[config.mk]
export PLATFORM = sky130hd
export DESIGN_NAME = counter_scheduler
export DESIGN_NICKNAME = d
export VERILOG_FILES = /design/src/rtl/counter_sched_pkg.sv /design/src/rtl/counter_scheduler_rr_arbiter.sv /design/src/rtl/counter_scheduler.sv
export SDC_FILE = /design/constraint.sdc
export NUM_CORES = 1
export LEC_CHECK = 0
export ABC_AREA = 1
export CORE_ASPECT_RATIO = 1.25
export CORE_MARGIN = 2
export CORE_UTILIZATION = 40
export DETAILED_ROUTE_END_ITERATION = 12
export PLACE_DENSITY = 0.69
export SYNTH_ARGS = -nofsm -noshare
export SYNTH_HDL_FRONTEND = slang
export SYNTH_SLANG_ARGS = --single-unit
export TNS_END_PERCENT = 50
[constraint.sdc]
create_clock -name clk -period 5.1 [get_ports clk]
set_input_delay 1.53 -clock clk [delete_from_list [all_inputs] [get_ports clk]]
set_output_delay 1.53 -clock clk [all_outputs]
set_load 0.05 [all_outputs]
[src/rtl/counter_sched_pkg.sv]
// Shared definitions for the round-robin counter scheduler: state codes,
// default counter width and the circular request picker.
package counter_sched_pkg;

  localparam int CNT_W   = 4;
  localparam int MAX_REQ = 8;

  typedef logic [1:0] state_t;

  localparam state_t IDLE   = 2'd0;
  localparam state_t RUN    = 2'd1;
  localparam state_t FINISH = 2'd2;

  // First set bit at or after ptr, wrapping within the low n bits of req.
  function automatic logic [2:0] rr_pick(input logic [7:0] req, input logic [2:0] ptr,
                                         input logic [3:0] n);
    logic [2:0] pick;
    logic       found;
    int         idx;
    pick  = 3'd0;
    found = 1'b0;
    for (int i = 0; i < MAX_REQ; i++) begin
      idx = (int'(ptr) + i) % int'(n);
      if (!found && (i < int'(n)) && req[idx[2:0]]) begin
        pick  = idx[2:0];
        found = 1'b1;
      end else begin
        pick  = pick;
        found = found;
      end
    end
    return pick;
  endfunction

endpackage

[src/rtl/counter_scheduler_rr_arbiter.sv]
// Round-robin arbiter: combinational winner search from a registered pointer
// that moves to just past the owner whenever a run ends.
module rr_arbiter
  import counter_sched_pkg::*;
#(
  parameter int NUM_REQ = 4,
  parameter int IDXW    = 2
) (
  input  logic               clk,
  input  logic               reset,
  input  logic [NUM_REQ-1:0] req,
  input  logic               advance,
  input  logic [IDXW-1:0]    adv_idx,
  output logic               any,
  output logic [IDXW-1:0]    pick
);

  logic [IDXW-1:0] ptr;
  logic [2:0]      pick_wide;

  // Winner search over the live request vector.
  always_comb begin
    pick_wide = rr_pick(8'(req), 3'(ptr), 4'(NUM_REQ));
    pick      = pick_wide[IDXW-1:0];
    any       = |req;
  end

  // Pointer update, applied on the cycle the run ends.
  always_ff @(posedge clk) begin
    if (reset) begin
      ptr <= {IDXW{1'b0}};
    end else if (advance) begin
      if (adv_idx == IDXW'(NUM_REQ - 1)) begin
        ptr <= {IDXW{1'b0}};
      end else begin
        ptr <= adv_idx + IDXW'(1'b1);
      end
    end else begin
      ptr <= ptr;
    end
  end

endmodule

[src/rtl/counter_scheduler.sv]
// Shares one up-counter between NUM_REQ timer clients. Each grant runs the
// counter from 0 to the owner's latched terminal count, then pulses done.
module counter_scheduler
  import counter_sched_pkg::*;
#(
  parameter int NUM_REQ = 4,
  parameter int WIDTH   = CNT_W,
  localparam int IDXW   = (NUM_REQ > 1) ? $clog2(NUM_REQ) : 1
) (
  input  logic                     clk,
  input  logic                     reset,
  input  logic [NUM_REQ-1:0]       req,
  input  logic [NUM_REQ*WIDTH-1:0] term_cnt,
  output logic [NUM_REQ-1:0]       grant,
  output logic [WIDTH-1:0]         counter_out,
  output logic                     overflow_out,
  output logic                     done,
  output logic                     abort,
  output logic [IDXW-1:0]          done_id
);

  state_t             state;
  logic [IDXW-1:0]    owner;
  logic [WIDTH-1:0]   tc;
  logic               owner_req;
  logic               at_tc;
  logic               cnt_en;
  logic               cnt_clr;
  logic               finish_run;
  logic               arb_any;
  logic [IDXW-1:0]    arb_pick;
  logic [NUM_REQ-1:0] pick_onehot;

  // Run-control decode shared by the counter, flag and FSM.
  always_comb begin
    owner_req   = req[owner];
    at_tc       = (counter_out == tc);
    cnt_en      = (state == RUN) && owner_req && !at_tc;
    cnt_clr     = (state != RUN) || !owner_req;
    finish_run  = (state == RUN) && (!owner_req || at_tc);
    pick_onehot = {{(NUM_REQ-1){1'b0}}, 1'b1} << arb_pick;
  end

  // The FINISH cycle may arbitrate too, so the pointer must already be past
  // the old owner when the run ends.
  rr_arbiter #(
    .NUM_REQ (NUM_REQ),
    .IDXW    (IDXW)
  ) u_arb (
    .clk     (clk),
    .reset   (reset),
    .req     (req),
    .advance (finish_run),
    .adv_idx (owner),
    .any     (arb_any),
    .pick    (arb_pick)
  );

  // Shared counter datapath: counts only while the owner's run is live.
  always_ff @(posedge clk) begin
    if (reset || cnt_clr) begin
      counter_out <= {WIDTH{1'b0}};
    end else if (cnt_en) begin
      counter_out <= counter_out + WIDTH'(1'b1);
    end else begin
      counter_out <= counter_out;
    end
  end

  // Sticky overflow: cleared when a new grant is issued.
  always_ff @(posedge clk) begin
    if (reset) begin
      overflow_out <= 1'b0;
    end else if ((state != RUN) && arb_any) begin
      overflow_out <= 1'b0;
    end else if ((state == RUN) && (counter_out == {WIDTH{1'b1}})) begin
      overflow_out <= 1'b1;
    end else begin
      overflow_out <= overflow_out;
    end
  end

  // Scheduler FSM with registered grant and completion pulses.
  always_ff @(posedge clk) begin
    if (reset) begin
      state   <= IDLE;
      owner   <= {IDXW{1'b0}};
      tc      <= {WIDTH{1'b0}};
      grant   <= {NUM_REQ{1'b0}};
      done    <= 1'b0;
      abort   <= 1'b0;
      done_id <= {IDXW{1'b0}};
    end else begin
      done  <= 1'b0;
      abort <= 1'b0;
      case (state)
        IDLE, FINISH: begin
          if (arb_any) begin
            state <= RUN;
            owner <= arb_pick;
            tc    <= term_cnt[arb_pick*WIDTH +: WIDTH];
            grant <= pick_onehot;
          end else begin
            state <= IDLE;
            grant <= {NUM_REQ{1'b0}};
          end
        end
        RUN: begin
          if (!owner_req) begin
            abort   <= 1'b1;
            done_id <= owner;
            grant   <= {NUM_REQ{1'b0}};
            state   <= IDLE;
          end else if (at_tc) begin
            done    <= 1'b1;
            done_id <= owner;
            grant   <= {NUM_REQ{1'b0}};
            state   <= FINISH;
          end else begin
            state   <= RUN;
          end
        end
        default: begin
          state <= IDLE;
          grant <= {NUM_REQ{1'b0}};
        end
      endcase
    end
  end

endmodule
Yosys cells after proc, flatten, opt, wreduce, memory -nomap -nowiden:

Index checks and enable logic that the tools add are counted.

* bits of input ports: 22
* word-level logic and storage cells: 92
* register bits: 23
* bits in read-only memories: 0
* output and inout port bits: 13
* memories: 0
* bits in latches: 0
* memory bits (writable): 0

* divide/modulo/power cells: 0
* reductions and logical operators: 27
* magnitude comparators: 5
* bitwise logic cells: 5
* muxes and demuxes: 30
* shift operators: 2
* add/sub/neg operators: 5
* multiply operators: 0
* equality and inequality tests: 8

Operator list (count)
* $mux 2: 9
* $shiftx 16x5->4: 1
* $lt 3x4->1 const B: 3
* $mux 4: 3
* $reduce_or 2->1: 6
* $mux 1: 11
* $bmux 1 s3: 3
* $logic_and 1x1->1: 8
* $pmux 4 s2: 1
* $logic_not 1->1: 5
* $add 2x1->2 const B: 2
* $add 2x2->2 const B: 2
* $add 4x1->4 const B: 1
* $bmux 1 s2: 2
* $eq 2x2->1 const B: 2
* $eq 4x4->1: 1
* $eq 4x4->1 const B: 1
* $lt 2x4->1 const B: 1
* $ne 2x1->1 const B: 2
* $pmux 2 s2: 1
* $reduce_and 2->1: 2
* $reduce_or 4->1: 1
* $shl 1x2->4 const A: 1
* $and 1x1->1 const A: 3
* 7 further kinds: 10

Depth between registers and ports, before layout:

Gate-level depths: netlist of the first run.

* depth after elaboration: 16
* mapped depth: 16
* depth with buffers taken out: 15

Modules after synthesis:

A second synthesis of the first run with hierarchy kept.

* cell total of the unflattened synthesis: 208
* area, all modules: 1415.1 µm²

Modules (own cells, without submodules)
* counter_scheduler: cells an instance 145, seq. area each 420.4 µm², instances 1, area each 1043.5 µm²
* rr_arbiter: cells an instance 63, seq. area each 40.0 µm², instances 1, area each 371.6 µm²

Worst setup path after synthesis of the first run:

OpenSTA, ideal clock, no wires.

* kind: in2reg
* start point: input req[2]
* end point: register tc[1]
* required time: 4.983 ns
* cell stages on the path: 13
* path buffers: 1
* path slack: 2.399 ns
* arrival: 2.584 ns
* setup time: 0.117 ns
* cells stage by stage: inv_1 > nand2_1 > nand3_1 > nand2_2 > nor2_4 > nand4_2 > nand2_2 > buf_6 > nand2_2 > nand3_1 > nand2_1 > nor2_1 > nor2_1

* cells in the longest elaborated chain, start to end: 13
* elaborated cells on any way between the ends: 24
* those cells by class: shift (1); mux (15); reduce/logical (8)

RTL lines
* start, declared: RTL line counter_scheduler.sv:12 `input logic [NUM_REQ-1:0] req,`
* $bmux 1 s2: RTL line counter_sched_pkg.sv:24 `if (!found && (i < int'(n)) && req[idx[2:0]]) begin`
* $mux 1 (not written as such): RTL line counter_sched_pkg.sv:24
* $mux 1: RTL line counter_sched_pkg.sv:24
* $logic_not 1->1: RTL line counter_sched_pkg.sv:24
* $logic_and 1x1->1: RTL line counter_sched_pkg.sv:24
* $mux 1: RTL line counter_sched_pkg.sv:24
* $logic_not 1->1: RTL line counter_sched_pkg.sv:24
* $logic_and 1x1->1: RTL line counter_sched_pkg.sv:24
* $mux 1: RTL line counter_sched_pkg.sv:24
* $logic_not 1->1: RTL line counter_sched_pkg.sv:24
* $logic_and 1x1->1: RTL line counter_sched_pkg.sv:24
* $mux 2: RTL line counter_sched_pkg.sv:24
* $shiftx 16x5->4: RTL line counter_scheduler.sv:101 `tc <= term_cnt[arb_pick*WIDTH +: WIDTH];`
* end signal, assigned: RTL line counter_scheduler.sv:88 `tc <= {WIDTH{1'b0}};`
* end signal, assigned: RTL line counter_scheduler.sv:101
* end, declared: RTL line counter_scheduler.sv:24 `logic [WIDTH-1:0] tc;`

Several ways; a longest one is shown, not always the timed one. The select of a mux whose other input is x is not followed.
A chain may end at the register's enable or synchronous reset.

Worst setup path in the final report of the first run:

* start point: input req[3]
* end point: register tc[1]

The elaborated chain is that of the path after synthesis.

==> results of run 1 <==
-- cells in the final DEF (no fill, tap or decap), drive strengths merged --
master | synthesis | layout
o21ai | 15 | 15
ha | 2 | 2
a211oi | 1 | 1
a22oi | 2 | 2
nand4 | 4 | 4
nand2 | 65 | 65
xnor2 | 4 | 4
nor2 | 24 | 24
clkbuf | 1 | 4
nor4 | 1 | 1
and2 | 1 | 1
a21oi | 14 | 14
clkdlybuf4s50 | 0 | 34
nor3 | 1 | 1
nand3 | 25 | 25
dfxtp | 23 | 23
inv | 32 | 32
-- power groups by stage --
stage          combinational (uW)  clock (uW)  sequential, uW
5_1_grt                       586         121             269
3_3_place_gp                  526           0             266
4_1_cts                       529         113             262
2_1_floorplan                 379           0             314
6_report                      525         110             261
3_5_place_dp                  528           0             265
-- state kept, by name, summed over array words and instances, names as in the netlist --
register and count:
counter_out 4, state 2, u_arb.ptr 2, done_id 2, done 1, abort 1
overflow_out 1, grant 4, tc 4, owner 2
-- worst paths after layout --
| kind | start | to | depth (start not counted) |
|---|---|---|---|
| setup / recovery | req[3] | tc[1] | 15 |
| hold / removal | overflow_out | overflow_out | 2 |
| setup reg to reg | u_arb.ptr[0] | tc[1] | 15 |
| hold reg to reg | overflow_out | overflow_out | 2 |
-- critical path, cell delays in order --
cell and delay (ns):
clkdlybuf4s50_1 0.47, inv_1 0.11, nand2_2 0.06, nand3_1 0.13
nand2_2 0.10, nor2_4 0.13, nand2_1 0.05, nand2_1 0.05
inv_1 0.03, nand2_1 0.27, inv_1 0.18, nand3_1 0.13
nand2_1 0.06, nor2_1 0.10, nor2_1 0.04
-- cell families (layout without fill, tap and decap cells) --
family	after synthesis	after routing
compound gates	32	32
xor+xnor	4	4
fa+ha+maj	2	2
buf+inv	36	70
flops	23	23
simple gates	121	121
-- through the flow --
step	worst slack, ns	instances	cell area [um2]
global placement	1.58	287	1770
finish	1.81	291	1820
detailed placement	1.55	287	1770
global route	1.63	291	1820
CTS	1.82	291	1820
floorplan	2.40	218	1420
-- per-layer routing --
layer,vias up,share of wire (%),track usage [%]
li1,761,-,-
met1,625,46,21.1
met2,19,51,31.7
met3,2,2.5,2.01
met4,0,0.40,4.39
met5,-,0,0
-- area by class of cell --
type,count,share of cell area (%)
multi-input cells,159,44.1
flip-flops and latches,23,25.3
repair buffers,34,18.7
inverters,32,6.61
well taps,39,2.69
clock buffers,4,2.48
==> flow_metrics.tcl, run 1 <==
set metrics [dict create \
    status "finished, final reports clean" \
    synth_top_flop_cell "dfxtp_1" \
    grt_pass1_vias 1367 \
    worstSkewPairLatency_ns 0.26 \
    arrival_ns 3.44 \
    avgSynthCellArea_um2 6.50 \
    rsz0062_at_grt "no" \
    min_path_type "reg -> reg" \
    wl_per_cell_um 11.1 \
    multiInputGateArea_um2 802 \
    path_clk_slew_ns 0.08 \
    yosysTopAreaCell "dfxtp_1" \
    synth_mux_area_share_pct 0 \
    cts_tree "done" \
    drtPass1Iterations 4 \
    fp.coreArea_mm2 0.00345 \
    fill_cells 350 \
    grtUsageTotal_pct 17.3 \
    gp_congestion 0.836 \
    grt_max_degree 14 \
    finalCritPeriodShare_pct 64.5 \
    clk_path_buf_depth 2 \
    layout-drive-gt1-share_pct 9.52 \
    die_w_um 57.2 \
    crit_type "in -> reg" \
    switching_power_uw 439 \
    reg2reg_slack_ns 2.80 \
    synth_cells 218 \
    ys_seq_elements 23 \
    drt-initial-drc-count 67 \
    finalSetupViolations 0 \
    vias 1407 \
    vdd_drop_max_mv 0.260 \
    post_cts_buffers 0 \
    yosysMostFrequentCell "nand2_1" \
    total_power_uw 896 \
    synth_compound_area_share_pct 12.1 \
    ioPinCount 35 \
    finalNetCount 277 \
    yosys.area_share.simple_pct 40.3 \
    powerDensity_mw_per_mm2 493 \
    synth_common_cells "nand2_1 (53), inv_1 (29), nand3_1 (24)" \
    critPathMaxFanout 12 \
    max_freq_mhz 304 \
    hpwlAfterDp_um 2570 \
    postCtsHoldBufs 0 \
    worst_pin_slew_ns 0.517 \
    area_growth_pct 28.3 \
    drt_wl_total_um 3240 \
    hold_slack_ns 0.474 \
    port_buffers 34 \
    diodes 0 \
    grt_pass1_wl_um 5710 \
    cts_inserted_buffers 3 \
    p_comb_share_pct 58.6 \
    hold_viol 0 \
    synth_area_leaders "dfxtp_1 (33%), nand2_1 (14%), nand3_1 (8.5%)" \
    via_per_inst 4.84 \
    clkPwrFrac_pct 12.3 \
    gr-total-overflow 0 \
    fin_crit_ns 3.29 \
    cts.repair.resized 0 \
    synth_top_area_share_pct 32.5 \
    p_sw_share_pct 49.0 \
    chipHeight_um 70.5 \
    end_kind "flop" \
    cellLeakagePower_uw 0.000845 \
    synth-edff-count 0 \
    antenna_found_initial 0 \
    ys_warn_count 0 \
    route.detailed.drc 0 \
    syn-num-nets 242 \
    ys_seq_area_share_pct 32.5 \
    required_ns 5.25 \
    synth-xor-area-share_pct 2.47 \
    synth-async-reset-ratio_pct 0 \
    synth_cell_types 26 \
    drv_slew 0 \
    clock_sinks 23 \
    die_area_mm2 0.00404 \
    internal_power_uw 457 \
    seqCellArea_um2 460 \
    cap_violations 0 \
    synth.cell_area_mm2 0.00142 \
    start_util_pct 41.0 \
    h-tree-depth 1 \
    fin_skew_ns 0.00329 \
    postRouteAntennaNets 0 \
    cts-root-buf "clkbuf_8" \
    synthAdderAreaFrac_pct 1.77 \
    setup_tns_ns 0 \
    synth_top_family_by_area "simple AND/OR/NAND/NOR gates" \
    critPathLaunchType "input pin" \
    pwr-share-seq_pct 29.1 \
    num_rows 24 \
    slew_headroom_pct 65.4 \
    finish.utilization_pct 52.6 \
]
Note: power is estimated with default switching activity, not from simulation.
==> run 2: changes to the inputs <==
clock period = 3.2 ns   (was 5.1 ns; I/O delays follow)
==> run 2 against run 1 <==
  * Die area did not move
  * Sequential power increased by 60%
  * Final cell count up 1.0%
  * First-iteration DRC count down 15%
  * Register-to-register slack worse by 1.8 ns
  * Routed wire length stayed put
  * Critical endpoint is now tc[2]
  * Count of clock-buffer cells in the layout decreased by 1
  * Critical path depth fell by 1
  * Power rose by 63%
==> flow_metrics.tcl, run 2 (same netlist as run 1, synthesis figures left out) <==
set metrics [dict create \
    worstSkewPairLatency_ns 0.27 \
    vdd_drop_max_mv 0.444 \
    finalSetupViolations 0 \
    end_kind "flop" \
    crit_type "in -> reg" \
    finalNetCount 280 \
    chipHeight_um 70.5 \
    setup_tns_ns 0 \
    r2r_start "u_arb.ptr[0]" \
    powerDensity_mw_per_mm2 793 \
    cts_inserted_buffers 3 \
    clock_sinks 23 \
    grt_pass1_wl_um 5630 \
    route.detailed.drc 0 \
    final_cell_mix "nand2_1 (53), clkdlybuf4s50_1 (34), inv_1 (29), nand3_1 (24), dfxtp_1 (23)" \
    place_worst_setup_slack_ns 0.290 \
    finalCritPeriodShare_pct 82.3 \
    drt-initial-drc-count 57 \
    critPathLaunchType "input pin" \
    rsz0062_at_grt "no" \
    grt_max_degree 14 \
    postCtsHoldBufs 0 \
    hold_viol 0 \
    slew_headroom_pct 66.7 \
    worstHoldStart "overflow_out" \
    grtUsageTotal_pct 17.0 \
    layout_setup_ws_ns 0.566 \
    num_rows 24 \
    fin_crit_ns 2.63 \
    grt_pass1_vias 1319 \
    cts.repair.resized 0 \
    path_clk_slew_ns 0.09 \
    clk_path_buf_depth 2 \
    cts-root-buf "clkbuf_8" \
    top_regs "counter_out (4), grant (4), tc (4)" \
    drtPass1Iterations 4 \
    dp.cells 290 \
    vias 1447 \
    required_ns 3.36 \
    h-tree-depth 1 \
    max_freq_mhz 380 \
    final_cells 294 \
    die_w_um 57.2 \
    ioPinCount 35 \
    layout_commonest_cell "nand2_1" \
    drt_wl_total_um 3240 \
    cellLeakagePower_uw 0.000863 \
    gr-total-overflow 0 \
    worst_pin_slew_ns 0.498 \
    antenna_found_initial 0 \
    start_util_pct 41.0 \
    die_area_mm2 0.00404 \
    worstSetupStartpoint "req[3]" \
    cts_tree "done" \
    hpwlAfterDp_um 2570 \
    cap_violations 0 \
    arrival_ns 2.80 \
    hold_slack_ns 0.476 \
    min_path_type "reg -> reg" \
    fin_skew_ns 0.00570 \
    postRouteAntennaNets 0 \
    drv_slew 0 \
    layout-drive-gt1-share_pct 11.0 \
    area_growth_pct 29.9 \
    fp.coreArea_mm2 0.00345 \
    wl_per_cell_um 11.0 \
    via_per_inst 4.92 \
    status "finished, final reports clean" \
    critPathMaxFanout 13 \
    post_cts_buffers 0 \
    port_buffers 34 \
    diodes 0 \
    gp_congestion 0.836 \
]
[run 2: cell count changes in the layout (fill, tap and decap cells not counted), sizes merged]
cell	before	now
clkinv	0	1
buf	0	3
clkbuf	4	3
[run 2: final cells by class]
| class | count | area [um2] |
|---|---|---|
| Tap cell | 39 | 48.8 |
| Clock buffer | 3 | 41.3 |
| Sequential cell | 23 | 460 |
| Clock inverter | 1 | 5.00 |
| Multi-Input combinational cell | 159 | 802 |
| Fill cell | 349 | 1610 |
| Inverter | 32 | 120 |
| Timing Repair Buffer | 37 | 363 |
[run 2: critical path, stage by stage]
cell and delay, ns:
clkdlybuf4s50_1 0.54, inv_1 0.09, nand2_2 0.07, nand3_1 0.12, nand2_2 0.13, inv_2 0.05, nand3_1 0.07, nand3_2 0.13
nand2_2 0.23, inv_1 0.12, nand3_1 0.09, nand2_1 0.05, nor2_1 0.10, nor2_1 0.05
[run 2: worst paths after layout]
kind	to	slack, ns	cells after the start
worst max register to register	tc[2]	1.00	13
worst min register to register	overflow_out	0.48	2
worst min-delay path	overflow_out	0.48	2
worst max-delay path	tc[2]	0.57	14
[run 2: per-layer routing]
layer	GRT usage, %	share of wire (%)	routed length [um]	vias up
li1	-	-	-	772
met1	20.8	47	1520	658
met2	31.2	50	1630	15
met3	2.19	1.9	63	2
met4	3.88	0.68	22	0
met5	0	0	0	-
[run 2: stage by stage]
step	total power, uW	instance area [um2]	utilization, %
6_report	1460	1840	53.3
4_1_cts	1470	1840	53.3
2_1_floorplan	1100	1420	-
5_1_grt	1600	1840	53.3
3_3_place_gp	1280	1790	52.0
3_5_place_dp	1280	1790	52.0
[run 2: where the power goes]
part	internal (uW)	switching [uW]	total, uW
Clock	87.0	95.7	183
Combinational	303	556	859
Sequential	356	61.5	417
==> run 3: changes to the inputs <==
PLACE_DENSITY = 0.72   (was 0.69)
clock period = 2.19 ns   (was 3.2 ns; I/O delays follow)
==> run 3 against run 2 <==
  * Clock skew about the same
  * Critical path depth decreased by 13
  * Utilization rose by 4.2 points
  * Hold slack is essentially flat
  * Clock power is 41% higher
  * Register-to-register slack got worse by 0.51 ns
==> flow_metrics.tcl, run 3 (same netlist as run 1, synthesis figures left out) <==
set metrics [dict create \
    status "finished, final reports clean" \
    cts-root-buf "clkbuf_8" \
    worst_pin_slew_ns 0.503 \
    drt-initial-drc-count 54 \
    final_cell_mix "nand2_1 (52), inv_1 (28), clkdlybuf4s50_1 (26), nand3_1 (24), dfxtp_1 (23)" \
    finalNetCount 295 \
    fill_cells 310 \
    h-tree-depth 1 \
    seqCellArea_um2 460 \
    arrival_ns 1.42 \
    powerDensity_mw_per_mm2 1180 \
    layout_commonest_cell "nand2_1" \
    num_rows 24 \
    cap_violations 0 \
    ioPinCount 35 \
    drt_wl_total_um 3320 \
    finish.utilization_pct 57.5 \
    cts_inserted_buffers 3 \
    clock_sinks 23 \
    internal_power_uw 1260 \
    multiInputGateArea_um2 817 \
    crit_type "reg -> out" \
    gp_congestion 0.842 \
    required_ns 1.53 \
    cts_tree "done" \
    grt_pass1_vias 1407 \
    hpwlAfterDp_um 2630 \
    grtUsageTotal_pct 18.0 \
    slew_headroom_pct 66.4 \
    grt_use_met1_pct 21.6 \
    post_cts_buffers 0 \
    finalCritPeriodShare_pct 94.7 \
    die_area_mm2 0.00404 \
    fin_crit_ns 2.07 \
    vdd_drop_max_mv 0.758 \
    hold_viol 0 \
    critPathLaunchType "flop" \
    min_path_type "reg -> reg" \
    switching_power_uw 1090 \
    critPathTopFamily "buffers and inverters" \
    drtPass1Iterations 4 \
    setup_tns_ns 0 \
    rsz0062_at_grt "no" \
    grt_pass1_wl_um 5930 \
    layout-drive-gt1-share_pct 18.5 \
    p_sw_share_pct 46.5 \
    clk_path_buf_depth 2 \
    gr-total-overflow 0 \
    top_regs "counter_out (4), grant (4), tc (4)" \
    cp_cell_sequence "clkdlybuf4s50_1" \
    route.detailed.drc 0 \
    cts.repair.resized 0 \
    chipHeight_um 70.5 \
    antenna_found_initial 0 \
    area_growth_pct 40.1 \
    use_met2_pct 33.2 \
    postCtsHoldBufs 0 \
    fp.coreArea_mm2 0.00345 \
    finalSetupViolations 0 \
    die_w_um 57.2 \
    postRouteAntennaNets 0 \
    vias 1478 \
    crit_buf_inv 1 \
    worst_path_largest_cell_delay_ns 0.81 \
    grt_max_degree 14 \
    path_clk_slew_ns 0.08 \
    port_buffers 34 \
    p_comb_share_pct 63.7 \
    wl_per_cell_um 10.8 \
    use_met3_pct 1.65 \
    via_per_inst 4.78 \
    slowest_stage "clkdlybuf4s50_1" \
    fin_skew_ns 0.00613 \
    top_usage_layer "met2" \
    drv_slew 0 \
    diodes 0 \
    end_kind "primary output" \
    hold_slack_ns 0.476 \
    pwr-share-seq_pct 25.3 \
    worstSkewPairLatency_ns 0.26 \
    start_util_pct 41.0 \
    clkPwrFrac_pct 11.0 \
    max_freq_mhz 482 \
    cellLeakagePower_uw 0.000985 \
    critPathMaxFanout 2 \
]
run 3: final cells by class:
cell class | count | area share (%)
Clock buffer | 3 | 2.08
Tap cell | 39 | 2.46
Multi-Input combinational cell | 159 | 41.2
Sequential cell | 23 | 23.2
Timing Repair Buffer | 52 | 24.8
Inverter | 32 | 6.05
Clock inverter | 1 | 0.252
run 3: stage by stage:
step / cells / instance area, um2 / total power (uW) / worst slack, ns
after global routing: 309 / 1980 / 2560 / 0.0707
after global placement: 305 / 1910 / 2040 / -0.217
after floorplan: 218 / 1420 / 1610 / 0.362
final: 309 / 1980 / 2350 / 0.116
after CTS: 309 / 1960 / 2320 / 0.0224
after detailed placement: 305 / 1910 / 2050 / -0.246
run 3: worst paths after layout:
path         slack, ns    startpoint       end  cells after the start
max               0.12      grant[3]  grant[3]                      1
min               0.48      grant[1]  grant[1]                      2
max reg2reg       0.49  u_arb.ptr[0]     tc[0]                     15
min reg2reg       0.48      grant[1]  grant[1]                      2
run 3: routing by layer:
| layer | up-vias | wire, um |
|---|---|---|
| met5 | - | 0 |
| met4 | 0 | 47 |
| met3 | 4 | 61 |
| met2 | 16 | 1700 |
| met1 | 657 | 1520 |
| li1 | 801 | - |
run 3: power groups by stage:
stage          clock [uW]  sequential, uW  combinational (uW)
6_report              258             593                1500
5_1_grt               280             610                1670
4_1_cts               263             594                1460
3_5_place_dp            0             601                1450
3_3_place_gp            0             602                1440
2_1_floorplan           0             731                 882
